[src/rtl/enigma_pkg.sv]
// enigma_pkg: shared letter width, lookup stage codes, sequencer states,
// default notch positions and small position helpers.
package enigma_pkg;

   localparam int LW = 6;

   localparam logic [LW-1:0] NUM_LETTERS = 6'd26;
   localparam logic [LW-1:0] LAST_LETTER = 6'd25;

   localparam logic [2:0] LK_FWD0 = 3'd0;
   localparam logic [2:0] LK_FWD1 = 3'd1;
   localparam logic [2:0] LK_FWD2 = 3'd2;
   localparam logic [2:0] LK_REFL = 3'd3;
   localparam logic [2:0] LK_REV0 = 3'd4;
   localparam logic [2:0] LK_REV1 = 3'd5;
   localparam logic [2:0] LK_REV2 = 3'd6;

   localparam logic [LW-1:0] NOTCH0_DEF = 6'd16;
   localparam logic [LW-1:0] NOTCH1_DEF = 6'd4;

   typedef enum logic [3:0] {
      ST_IDLE,
      ST_STEP,
      ST_FWD0,
      ST_FWD1,
      ST_FWD2,
      ST_REFL,
      ST_REV2,
      ST_REV1,
      ST_REV0,
      ST_HOLD
   } state_e;

   function automatic logic [LW-1:0] pos_inc(input logic [LW-1:0] p);
      return (p >= LAST_LETTER) ? '0 : p + 6'd1;
   endfunction

   function automatic logic [LW-1:0] pos_clamp(input logic [LW-1:0] p);
      return (p < NUM_LETTERS) ? p : '0;
   endfunction

endpackage

[src/rtl/enigma_rotor_stepper.sv]
// enigma_rotor_stepper: combinational next rotor positions from current ones.
// Define ENIGMA_DOUBLE_STEP_EN for the historical double-step of rotor1.
module enigma_rotor_stepper
   import enigma_pkg::*;
#(
   parameter logic [LW-1:0] NOTCH0 = NOTCH0_DEF,
   parameter logic [LW-1:0] NOTCH1 = NOTCH1_DEF
) (
   input  logic [LW-1:0] pos0_i,
   input  logic [LW-1:0] pos1_i,
   input  logic [LW-1:0] pos2_i,
   output logic [LW-1:0] pos0_o,
   output logic [LW-1:0] pos1_o,
   output logic [LW-1:0] pos2_o
);

   logic carry0;
   logic at_notch1;

   always_comb begin
      carry0    = (pos0_i == NOTCH0);
      at_notch1 = (pos1_i == NOTCH1);
      pos0_o    = pos_inc(pos0_i);
      pos1_o    = pos1_i;
      pos2_o    = pos2_i;
`ifdef ENIGMA_DOUBLE_STEP_EN
      // rotor1 sitting on its notch advances itself and rotor2 regardless of rotor0
      if (carry0 || at_notch1) pos1_o = pos_inc(pos1_i);
      if (at_notch1)           pos2_o = pos_inc(pos2_i);
`else
      if (carry0) begin
         pos1_o = pos_inc(pos1_i);
         if (at_notch1) pos2_o = pos_inc(pos2_i);
      end
`endif
   end

endmodule

[src/rtl/enigma_rotor_sequencer.sv]
// enigma_rotor_sequencer: steps rotors then walks one letter through the shared
// lookup datapath, fwd0..reflector..rev0. Stepping mode: ENIGMA_DOUBLE_STEP_EN.
module enigma_rotor_sequencer
   import enigma_pkg::*;
#(
   parameter logic [LW-1:0] NOTCH0 = NOTCH0_DEF,
   parameter logic [LW-1:0] NOTCH1 = NOTCH1_DEF
) (
   input  logic          clk,
   input  logic          rst_n,
   input  logic          in_valid,
   output logic          in_ready,
   input  logic [LW-1:0] in_letter,
   input  logic          cfg_load,
   input  logic [LW-1:0] cfg_pos0,
   input  logic [LW-1:0] cfg_pos1,
   input  logic [LW-1:0] cfg_pos2,
   output logic          cfg_busy,
   output logic [2:0]    lk_sel,
   output logic [LW-1:0] lk_data,
   output logic [LW-1:0] lk_pos,
   input  logic [LW-1:0] lk_result,
   output logic          out_valid,
   input  logic          out_ready,
   output logic [LW-1:0] out_letter,
   output logic [LW-1:0] pos0,
   output logic [LW-1:0] pos1,
   output logic [LW-1:0] pos2
);

   state_e        state_q, state_d;
   logic [LW-1:0] letter_q, letter_d;
   logic [LW-1:0] pos0_q, pos0_d;
   logic [LW-1:0] pos1_q, pos1_d;
   logic [LW-1:0] pos2_q, pos2_d;
   logic [LW-1:0] step0, step1, step2;

   enigma_rotor_stepper #(
      .NOTCH0(NOTCH0),
      .NOTCH1(NOTCH1)
   ) u_stepper (
      .pos0_i(pos0_q),
      .pos1_i(pos1_q),
      .pos2_i(pos2_q),
      .pos0_o(step0),
      .pos1_o(step1),
      .pos2_o(step2)
   );

   always_ff @(posedge clk or negedge rst_n) begin
      if (!rst_n) begin
         state_q  <= ST_IDLE;
         letter_q <= '0;
         pos0_q   <= '0;
         pos1_q   <= '0;
         pos2_q   <= '0;
      end else begin
         state_q  <= state_d;
         letter_q <= letter_d;
         pos0_q   <= pos0_d;
         pos1_q   <= pos1_d;
         pos2_q   <= pos2_d;
      end
   end

   always_comb begin
      state_d    = state_q;
      letter_d   = letter_q;
      pos0_d     = pos0_q;
      pos1_d     = pos1_q;
      pos2_d     = pos2_q;
      in_ready   = 1'b0;
      cfg_busy   = 1'b1;
      out_valid  = 1'b0;
      out_letter = '0;
      lk_sel     = LK_FWD0;
      lk_data    = '0;
      lk_pos     = '0;
      unique case (state_q)
         ST_IDLE: begin
            cfg_busy = 1'b0;
            // a config pulse takes priority and refuses the letter this cycle
            in_ready = !cfg_load;
            if (cfg_load) begin
               pos0_d = pos_clamp(cfg_pos0);
               pos1_d = pos_clamp(cfg_pos1);
               pos2_d = pos_clamp(cfg_pos2);
            end else if (in_valid) begin
               letter_d = in_letter;
               state_d  = (in_letter < NUM_LETTERS) ? ST_STEP : ST_HOLD;
            end
         end
         ST_STEP: begin
            pos0_d  = step0;
            pos1_d  = step1;
            pos2_d  = step2;
            state_d = ST_FWD0;
         end
         ST_FWD0: begin
            lk_sel   = LK_FWD0;
            lk_data  = letter_q;
            lk_pos   = pos0_q;
            letter_d = lk_result;
            state_d  = ST_FWD1;
         end
         ST_FWD1: begin
            lk_sel   = LK_FWD1;
            lk_data  = letter_q;
            lk_pos   = pos1_q;
            letter_d = lk_result;
            state_d  = ST_FWD2;
         end
         ST_FWD2: begin
            lk_sel   = LK_FWD2;
            lk_data  = letter_q;
            lk_pos   = pos2_q;
            letter_d = lk_result;
            state_d  = ST_REFL;
         end
         ST_REFL: begin
            lk_sel   = LK_REFL;
            lk_data  = letter_q;
            letter_d = lk_result;
            state_d  = ST_REV2;
         end
         ST_REV2: begin
            lk_sel   = LK_REV2;
            lk_data  = letter_q;
            lk_pos   = pos2_q;
            letter_d = lk_result;
            state_d  = ST_REV1;
         end
         ST_REV1: begin
            lk_sel   = LK_REV1;
            lk_data  = letter_q;
            lk_pos   = pos1_q;
            letter_d = lk_result;
            state_d  = ST_REV0;
         end
         ST_REV0: begin
            lk_sel   = LK_REV0;
            lk_data  = letter_q;
            lk_pos   = pos0_q;
            letter_d = lk_result;
            state_d  = ST_HOLD;
         end
         ST_HOLD: begin
            out_valid  = 1'b1;
            out_letter = letter_q;
            if (out_ready) state_d = ST_IDLE;
         end
         default: state_d = ST_IDLE;
      endcase
   end

   assign pos0 = pos0_q;
   assign pos1 = pos1_q;
   assign pos2 = pos2_q;

endmodule

[config.mk]
export PLATFORM = sky130hd
export DESIGN_NAME = enigma_rotor_sequencer
export DESIGN_NICKNAME = d
export VERILOG_FILES = /design/src/rtl/enigma_pkg.sv /design/src/rtl/enigma_rotor_stepper.sv /design/src/rtl/enigma_rotor_sequencer.sv
export SDC_FILE = /design/constraint.sdc
export NUM_CORES = 1
export LEC_CHECK = 0
export ABC_CLOCK_PERIOD_IN_PS = 2600
export CORE_MARGIN = 1.5
export CORE_UTILIZATION = 45
export DETAILED_ROUTE_END_ITERATION = 7
export GPL_TIMING_DRIVEN = 0
export PLACE_DENSITY_LB_ADDON = 0.25
export SLEW_MARGIN = 10
export SYNTH_ARGS = -nofsm -noshare
export SYNTH_HDL_FRONTEND = slang
export SYNTH_SLANG_ARGS = --single-unit
export TNS_END_PERCENT = 10
[constraint.sdc]
create_clock -name clk -period 2.6 [get_ports clk]
set_clock_uncertainty 0.05 [all_clocks]
set_input_delay 0.52 -clock clk [delete_from_list [all_inputs] [get_ports clk]]
set_output_delay 0.52 -clock clk [all_outputs]
set_load 0.05 [all_outputs]
==> results of run 1 <==
-- power breakdown --
group | switching [mW] | internal (mW) | total [mW]
logic | 1.77 | 0.924 | 2.69
clock network | 0.144 | 0.104 | 0.248
registers | 0.277 | 0.622 | 0.898
total | 2.19 | 1.65 | 3.84
-- sequential cells by signal, indices dropped and copies added, names as in the netlist --
name      flops
pos2          6
pos0          6
pos1          6
state_q       4
letter_q      6
-- cell usage after synthesis, drive strengths merged (2+ instances only) --
cell type,n,area (sq um)
a22oi,7,52.6
and3,2,12.5
o211ai,2,15.0
nor3b,5,42.5
a41oi,2,17.5
nand2,20,75.1
dfrtp,28,701
nand3,9,45.0
a22o,4,35.0
nor3,6,30.0
a221oi,3,26.3
nor2,21,78.8
xnor2,2,17.5
ha,10,125
a21oi,18,90.1
a32oi,2,17.5
inv,13,48.8
nand4b,2,17.5
clkbuf,6,36.3
a31oi,3,18.8
nor2b,6,37.5
and2,16,101
o41ai,2,17.5
or3b,2,17.5
nand2b,5,31.3
o21ai,17,85.1
mux2i,6,60.1
buf,5,37.5
-- repair_timing --
| action | 4_1_cts | 5_1_grt |
|---|---|---|
| gates resized for setup | 76 | 28 |
| setup buffers | 0 | 0 |
| endpoints found under the setup margin | 23 | 22 |
| pin swaps | 0 | 0 |
-- cells by family (layout without fill, tap and decap cells) --
| kind of cell | count (synthesis) | in the layout | synth area share (%) |
|---|---|---|---|
| flip-flops | 28 | 28 | 34.2 |
| buffers and inverters | 24 | 102 | 5.98 |
| XOR/XNOR | 3 | 3 | 1.28 |
| multiplexers | 6 | 6 | 2.93 |
| AO/OA/AOI/OAI | 69 | 69 | 22.8 |
| adder cells (fa/ha/maj) | 10 | 10 | 6.11 |
| AND/OR/NAND/NOR | 101 | 101 | 26.7 |
-- final timing paths --
kind | depth (start not counted) | slack [ps] | from | endpoint
max | 7 | 20 | state_q[1] | lk_data[3]
min | 1 | 210 | rst_n | pos1[3]
max reg2reg | 7 | 430 | pos1[0] | pos1[2]
min reg2reg | 2 | 520 | letter_q[4] | letter_q[4]
max in group asynchronous | 1 | 1820 | rst_n | state_q[2]
min in group clk | 2 | 520 | letter_q[4] | letter_q[4]
-- stage by stage --
step	total power, mW	TNS, ps	hold WS, ps	utilization (%)
after floorplan	2.76	0	174	-
after global placement	3.56	-7110	468	66.1
after detailed placement	3.61	-7430	499	66.0
after CTS	3.80	-555	237	67.0
after global routing	4.09	-285	257	67.0
final	3.84	0	207	67.0
-- area by class of cell --
| type | instances | area [sq um] | share of cell area (%) |
|---|---|---|---|
| Buffer | 10 | 75.1 | 2.57 |
| Clock buffer | 3 | 41.3 | 1.42 |
| Inverter | 13 | 48.8 | 1.67 |
| Multi-Input combinational cell | 189 | 1270 | 43.5 |
| Sequential cell | 28 | 704 | 24.1 |
| Tap cell | 52 | 65.1 | 2.23 |
| Timing Repair Buffer | 76 | 714 | 24.5 |
-- critical path, stage by stage (launching register included) --
cell	delay (ps)
dfrtp_1	390
buf_6	140
nor2_4	190
nand3b_1	150
o21ai_2	130
buf_4	220
and2_1	150
clkdlybuf4s18_2	360
-- cell usage in the layout (no fill, tap or decap), types with 6 or more instances in the layout --
master	n
o21ai_0	15
nand3_1	9
nand2_1	20
inv_1	13
buf_2	11
clkdlybuf4s15_2	8
mux2i_1	6
nor2_1	18
clkdlybuf4s50_1	51
ha_1	10
a22oi_1	7
and2_1	15
dfrtp_1	25
a21oi_1	18
nor2b_1	6
-- per-layer routing --
layer / part of all wire, % / GRT usage [%] / wire (um) / up-vias
li1: - / - / - / 1028
met2: 49 / 38.9 / 2720 / 61
met5: 0 / 0 / 0 / -
met3: 4.0 / 2.31 / 221 / 4
met1: 46 / 30.9 / 2560 / 981
met4: 0.72 / 4.49 / 40 / 0
==> run summary, run 1 <==
status - complete, no violations
setup violators final - 0
VDD IR-drop max - 0.00101 V
global-route usage over all layers - 22.6%
Buffers on Ports - 76
CTS sink cnt - 28
placed cell areas - 2880 sq um
Pwr Density - 1320 nW/um^2
H-tree depth - 1
kind of critical path - reg -> out
distinct cell type count after synthesis - 51
share of layout cells above drive strength 1 - 15.7%
Total Die Area - 4970 sq um
initial drt markers - 138
post-synthesis instance total - 241
Final Hold Fails - 0
Vias per Instance - 5.59
ANT cells - 0
synth warn - 0
Synth Register Bits - 28
final setup margin - 17.8 ps
deepest clock path buffer count - 2
initial core utilization - 47.1%
final worst path period share - 99.3%
Finished Layout Cells - 371
Pre-Repair DR Iteration Count - 4
Max-slew headroom - 55.9%
Core ar. - 4350 sq um
CP max FO - 10
Post-synth EDFFs - 0
Routed WL per cell - 14.9 um
share of the yosys chip area belonging to registers - 34.2%
residual DRC count - 0
# rows - 24
dpl ws - -497 ps
fillers - 382
vias in the first global route - 1,982
global placer's final weighted congestion - 0.844
Cell Area, Synth - 2050 sq um
nets - 366
Post-Syn Area per Cell - 8.50 sq um
CTS tree - yes
design area - 2920 sq um
Net Count, Synth - 286
clk_lat worst skew - 280 ps
height of the die - 70.5 um
Routed Antenna Nets - 0
cts hold-fix bufs - 0
GRT overflow - 0
RSZ-0062 raised after global routing - yes
Critical Path AT - 2010 ps
TritonCTS Buffers - 3
CP Capture Type - primary output
Worst EP required - 2030 ps
Fmax - 0.387 GHz
final-report max-slew violation count - 0
first-pass GRT wire length - 9180 um
final WL - 5540 um
initial antenna violation count - 0
die width - 70.5 um
leakage - 1.26 nW
ys async rst share - 100%
Syn-to-layout area delta - 42.4%
Final min period - 2580 ps
max-cap violations - 0
Cells after DPL - 369
CP Launch Type - flop
worst slew pin tran - 662 ps
largest net degree at the start of global routing - 29
CTS clk-pin slew, worst paths - 100 ps
Ports - 77
clock root buffer - clkbuf_8
predominant post-synthesis flop cell - dfrtp_1
HPWL after DPL - 4210 um
vias - 2,074
Tightest Hold Check Type - in -> async
Power figures use the tool's default switching activity.
==> run 2, diff against run 1 <==
--- a/config.mk
+++ b/config.mk
@@ -11,6 +11,8 @@
 export DETAILED_ROUTE_END_ITERATION = 7
 export GPL_TIMING_DRIVEN = 0
 export PLACE_DENSITY_LB_ADDON = 0.25
+export REMOVE_ABC_BUFFERS = 1
+export SKIP_CTS_REPAIR_TIMING = 1
 export SLEW_MARGIN = 10
 export SYNTH_ARGS = -nofsm -noshare
 export SYNTH_HDL_FRONTEND = slang
==> run 2 against run 1 <==
Count of clock-buffer cells in the layout did not move. Highest routed layer unchanged. Routed wire length fell by 3.6%. Global-route usage fell by 0.58 points. Combinational power fell by 7.4%. Die area did not move. Cell count fell by 2.7%. Critical path type unchanged. Clock power barely moved. Hold slack got worse by 10 ps. Utilization fell by 1.7 points.
==> run summary, run 2 (synthesis gave the netlist of run 1 again) <==
H-tree depth - 1 (unchanged)
share of layout cells above drive strength 1 - 9.39% (-6.3 points)
clk_lat worst skew - 280 ps (about the same)
vias in the first global route - 1,885 (-4.9%)
global placer's final weighted congestion - 0.812 (-3.8%)
HPWL after DPL - 3940 um (-6.5%)
Final min period - 2590 ps (+9.18 ps)
Worst EP required - 2030 ps (about the same)
Ports - 77 (unchanged)
Vias per Instance - 5.57 (-0.45%)
setup violators final - 0 (unchanged)
# rows - 24 (unchanged)
Clk network pwr share - 6.7% (+0.2 points)
nets - 356 (-2.7%)
commonest non-fill, non-tap cells in the layout - clkdlybuf4s50_1 (51), dfrtp_1 (26), nand2_1 (20), nor2_1 (20), a21oi_1 (17)
initial core utilization - 47.1% (unchanged)
ANT cells - 0 (unchanged)
Routed WL per cell - 14.8 um (-0.88%)
final worst path period share - 99.7% (+0.35 points)
initial drt markers - 124 (-10%)
largest net degree at the start of global routing - 29 (unchanged)
CTS tree - yes
Buffers on Ports - 76 (unchanged)
final WL - 5340 um (-3.6%)
CP max stage delay - 570 ps (+180 ps)
final setup margin - 8.60 ps (-9.18 ps)
Cells after DPL - 358 (-3.0%)
Tightest Hold Check Type - in -> async
Logic pwr share - 67.6% (-2.5 points)
Max-slew headroom - 46.2% (-9.6 points)
Finished Layout Cells - 361 (-2.7%)
Total Die Area - 4970 sq um (unchanged)
first-pass GRT wire length - 8850 um (-3.5%)
CP Launch Type - flop
GRT overflow - 0 (unchanged)
CP max FO - 21 (+11)
fillers - 377 (-1.3%)
Routed Antenna Nets - 0 (unchanged)
switch share - 57.8% (+0.73 points)
final-report max-slew violation count - 0 (unchanged)
Reg power frac - 25.7% (+2.3 points)
worst slew pin tran - 806 ps (+145 ps)
clock root buffer - clkbuf_8
Final Hold Fails - 0 (unchanged)
TritonCTS Buffers - 3 (unchanged)
Pre-Repair DR Iteration Count - 4 (unchanged)
Pwr Density - 1300 nW/um^2 (-1.6%)
leakage - 1.40 nW (+11%)
height of the die - 70.5 um (unchanged)
vias - 2,009 (-3.1%)
dpl ws - -517 ps (-19.7 ps)
CP max stage cell - dfrtp_2
global-route usage over all layers - 22.0% (-0.58 points)
internal power - 1.56 mW (-5.6%)
max-cap violations - 0 (unchanged)
die width - 70.5 um (unchanged)
RSZ-0062 raised after global routing - yes
initial antenna violation count - 0 (unchanged)
Critical Path AT - 2020 ps (about the same)
NetSw - 2.13 mW (-2.8%)
cell family with most CP delay - simple AND/OR/NAND/NOR gates
kind of critical path - reg -> out
CP Capture Type - primary output
VDD IR-drop max - 0.00105 V (+4.8%)
CTS sink cnt - 28 (unchanged)
Core ar. - 4350 sq um (unchanged)
number of buffers and inverters on the critical path - 1 (-2)
Design Power - 3.69 mW (-4.0%)
CP cell instances - nand2_1 > nor2_1 > a22oi_1 > nand2_1 > dlymetal6s2s_1
deepest clock path buffer count - 2 (unchanged)
most numerous cell on the critical path - nand2_1
most common cell after layout, fill and taps aside - clkdlybuf4s50_1
residual DRC count - 0 (unchanged)
Syn-to-layout area delta - 38.8%
Fmax - 0.386 GHz (-0.35%)
status - complete, no violations
CTS clk-pin slew, worst paths - 100 ps (about the same)
[run 2: changes by cell type in the layout (fill, tap and decap cells not counted), moves of 3 or more]
cell | before | now
clkdlybuf4s15_2 | 8 | 0
dlymetal6s2s_1 | 1 | 13
buf_2 | 11 | 1
clkbuf_2 | 3 | 11
clkbuf_4 | 3 | 0
dlygate4sd2_1 | 3 | 0
[run 2: per-layer routing]
layer  GRT usage (%)  share of wire, %  routed length [um]
met2            37.0                48                2560
met5               0                 0                   0
met3            2.89               6.0                 318
met1            29.9                45                2410
met4            5.77               1.1                  57
[run 2: metrics by stage]
step                      setup TNS, ps  util, %  instance area, sq um  hold slack, ps
final                                 0     65.3                  2850             197
after global routing               -354     65.3                  2850             240
after CTS                        -11410     65.2                  2840             219
after detailed placement          -4480     64.2                  2800             490
after global placement            -6510     64.3                  2800             469
after floorplan                       0        -                  1980             174
[run 2: final cells by class]
class,instances,area [sq um],share of cell area (%)
clock buffers,3,41.3,1.45
inverters,13,48.8,1.72
multi-input cells,189,1250,44.1
flip-flops and latches,28,703,24.7
well taps,52,65.1,2.29
repair buffers,76,733,25.8
[run 2: final timing paths]
check,from,end,slack [ps],cells past startpoint
worst max-delay path,state_q[0],lk_pos[4],9,5
worst min-delay path,rst_n,pos1[3],200,1
worst max register to register,pos0[0],pos2[2],390,7
worst min register to register,letter_q[5],letter_q[5],510,2
max in group asynchronous,rst_n,state_q[3],1850,1
min in group clk,letter_q[5],letter_q[5],510,2
[run 2: power groups by stage]
stage	clock network [mW]	logic [mW]	registers [mW]
final	0.246	2.49	0.948
after global routing	0.264	2.69	0.995
after CTS	0.248	2.58	0.931
after detailed placement	0	2.57	0.939
after global placement	0	2.54	0.938
after floorplan	0	1.45	1.22
==> run 3, diff against run 2 <==
--- a/config.mk
+++ b/config.mk
@@ -16,5 +16,6 @@
 export SLEW_MARGIN = 10
 export SYNTH_ARGS = -nofsm -noshare
 export SYNTH_HDL_FRONTEND = slang
+export SYNTH_HIERARCHICAL = 1
 export SYNTH_SLANG_ARGS = --single-unit
 export TNS_END_PERCENT = 10
==> run 3 against run 2 <==
The flow now finishes with violations (setup timing). Die area rose by 4.2%. Hold slack improved by 4.9 ps. Global-route usage rose by 0.087 points. Combinational power rose by 8.4%. Cell count rose by 1.4%. Fmax fell by 2.4%. Clock power rose by 12%. Design area rose by 2.6%. Sequential cell count did not move. First-iteration DRC count rose by 97%. Sequential share of layout area fell by 0.58 points. Critical endpoint is now lk_data[5]. Highest routed layer unchanged. Power rose by 8.7%.
==> run summary, run 3 <==
largest net degree at the start of global routing - 29 (unchanged)
TritonCTS Buffers - 3 (unchanged)
final-report max-slew violation count - 0 (unchanged)
CTS sink cnt - 28 (unchanged)
Pwr Density - 1370 nW/um^2 (+5.9%)
clk_lat worst skew - 270 ps (about the same)
FF+latch area - 704 sq um (+0.18%)
Multi-input gate area - 1310 sq um (+4.7%)
top post-synthesis cells by area - dfrtp_1 (33%), a222oi_1 (7.0%), ha_1 (6.4%)
Core ar. - 4470 sq um (+2.8%)
die width - 71.9 um (+2.1%)
Yosys top cell area share - 32.8% (-1.4 points)
Post-synth top cells - nand2_1 (31), dfrtp_1 (28), inv_1 (26)
global-route usage over all layers - 22.1% (+0.087 points)
max-cap violations - 0 (unchanged)
global placer's final weighted congestion - 0.819 (+0.84%)
vias in the first global route - 1,974 (+4.7%)
share of layout cells above drive strength 1 - 15.9% (+6.5 points)
r2r endpoint - pos1[2]
CP Capture Type - primary output
setup_tns - -239 ps (-239 ps)
Util after Layout - 65.2% (-0.10 points)
setup violators final - 6 (+6)
Post-synth EDFFs - 0 (unchanged)
post-synthesis instance total - 243 (+0.83%)
Worst EP required - 2030 ps (about the same)
GRT overflow - 0 (unchanged)
status - complete, but fails checks
first-pass GRT wire length - 9250 um (+4.5%)
Design Power - 4.01 mW (+8.7%)
Tightest Hold Check Type - in -> async
worst slew pin tran - 1270 ps (+468 ps)
initial drt markers - 244 (+97%)
leakage - 1.41 nW (+1.1%)
CP max FO - 13 (-38%)
Yosys top cell by area - dfrtp_1
fillers - 391 (+3.7%)
vias - 2,117 (+5.4%)
Buffers on Ports - 76 (unchanged)
Reg2Reg Depth - 5 (-2)
Vias per Instance - 5.78 (+3.9%)
Routed WL per cell - 15.1 um (+2.2%)
height of the die - 71.9 um (+2.1%)
placed cell areas - 2930 sq um (+4.7%)
residual DRC count - 0 (unchanged)
clock root buffer - clkbuf_8
most common cell after layout, fill and taps aside - clkdlybuf4s50_1
nets - 361 (+1.4%)
Syn-to-layout area delta - 36.5%
Critical Path AT - 2090 ps (+70 ps)
Fmax - 0.376 GHz (-2.4%)
Max-slew headroom - 15.1% (-31 points)
initial core utilization - 47.8% (+0.72 points)
dpl ws - -458 ps (+59.3 ps)
Synth Register Bits - 28 (unchanged)
Ports - 77 (unchanged)
share of the yosys chip area belonging to registers - 32.8% (-1.4 points)
HPWL after DPL - 4170 um (+5.9%)
ys async rst share - 100% (unchanged)
kind of critical path - reg -> out
Final min period - 2660 ps (+64.7 ps)
Total Die Area - 5170 sq um (+4.2%)
initial antenna violation count - 0 (unchanged)
synth warn - 6 (+6)
final worst path period share - 102% (+2.5 points)
final setup margin - -56.1 ps (-64.7 ps)
Routed Antenna Nets - 0 (unchanged)
VDD IR-drop max - 0.000887 V (-16%)
Pre-Repair DR Iteration Count - 6 (+2)
deepest clock path buffer count - 2 (unchanged)
CTS tree - yes
failing checks - setup timing
H-tree depth - 1 (unchanged)
CP Launch Type - flop
Final Hold Fails - 0 (unchanged)
count leader, synth - nand2_1
CTS clk-pin slew, worst paths - 100 ps (about the same)
predominant post-synthesis flop cell - dfrtp_1
final WL - 5540 um (+3.6%)
Post-Syn Area per Cell - 8.80 sq um (+3.5%)
Cell Area, Synth - 2140 sq um (+4.3%)
worst r2r src - state_q[2]
distinct cell type count after synthesis - 52 (+2.0%)
R2R setup slack - 220 ps (-170 ps)
# rows - 24 (unchanged)
design area - 2920 sq um (+2.6%)
RSZ-0062 raised after global routing - yes
commonest non-fill, non-tap cells in the layout - clkdlybuf4s50_1 (51), nand2_1 (31), inv_1 (26)
ANT cells - 0 (unchanged)
-- run 3: cell count changes after synthesis, sizes merged, moves of 4 or more --
cell,before,now
nor3b,5,1
a22o,4,0
nor2b,6,2
o21ai,17,13
nand2,20,32
mux2,0,12
a21oi,18,4
nor2,21,15
mux2i,6,0
a222oi,0,15
inv,13,26
nor3,6,2
-- run 3: worst max-delay path by stage --
stage	slack (ps)	startpoint	endpoint
6_report	-60	state_q[0]	lk_data[5]
5_1_grt	-160	state_q[3]	lk_data[0]
4_1_cts	-780	state_q[3]	lk_data[5]
3_5_place_dp	-460	state_q[3]	lk_data[0]
3_3_place_gp	-850	state_q[3]	pos0[2]
2_1_floorplan	4	state_q[3]	pos0[2]
-- run 3: area by class of cell --
| class | count | area share [%] |
|---|---|---|
| multi-input cells | 179 | 45.0 |
| flip-flops and latches | 28 | 24.1 |
| repair buffers | 77 | 23.4 |
| inverters | 26 | 3.34 |
| well taps | 52 | 2.23 |
| clock buffers | 4 | 1.89 |
-- run 3: cell families (layout without fill, tap and decap cells) --
logic type / count (synthesis) / count (layout) / synth area share (%)
mux: 12 / 12 / 6.32
xor+xnor: 6 / 6 / 2.46
other cells: 1 / 1 / 0.175
buf+inv: 36 / 107 / 6.96
simple gates: 96 / 96 / 25.9
flops: 28 / 28 / 32.8
compound gates: 53 / 53 / 19.0
fa+ha+maj: 11 / 11 / 6.44
-- run 3: layer usage --
layer / track usage (%) / share of wire (%)
met1: 30.7 / 44
met2: 37.7 / 50
met3: 2.36 / 5.0
met4: 4.61 / 0.92
met5: 0 / 0
-- run 3: metrics by stage --
stage	hold WS, ps	cells
floorplan	174	233
global placement	446	361
detailed placement	452	362
CTS	232	366
global route	267	366
finish	202	366
-- run 3: critical path, cell delays in order, from the launching register on --
cell and delay [ps]:
dfrtp_2 520, or4b_1 630, o21ai_4 190, and2_1 190, clkbuf_2 280
-- run 3: where the power goes --
| part | leakage [nW] | internal (mW) | switching (mW) |
|---|---|---|---|
| registers | 0.355 | 0.637 | 0.398 |
| logic | 1.03 | 0.979 | 1.72 |
| clock network | 0.0288 | 0.136 | 0.140 |
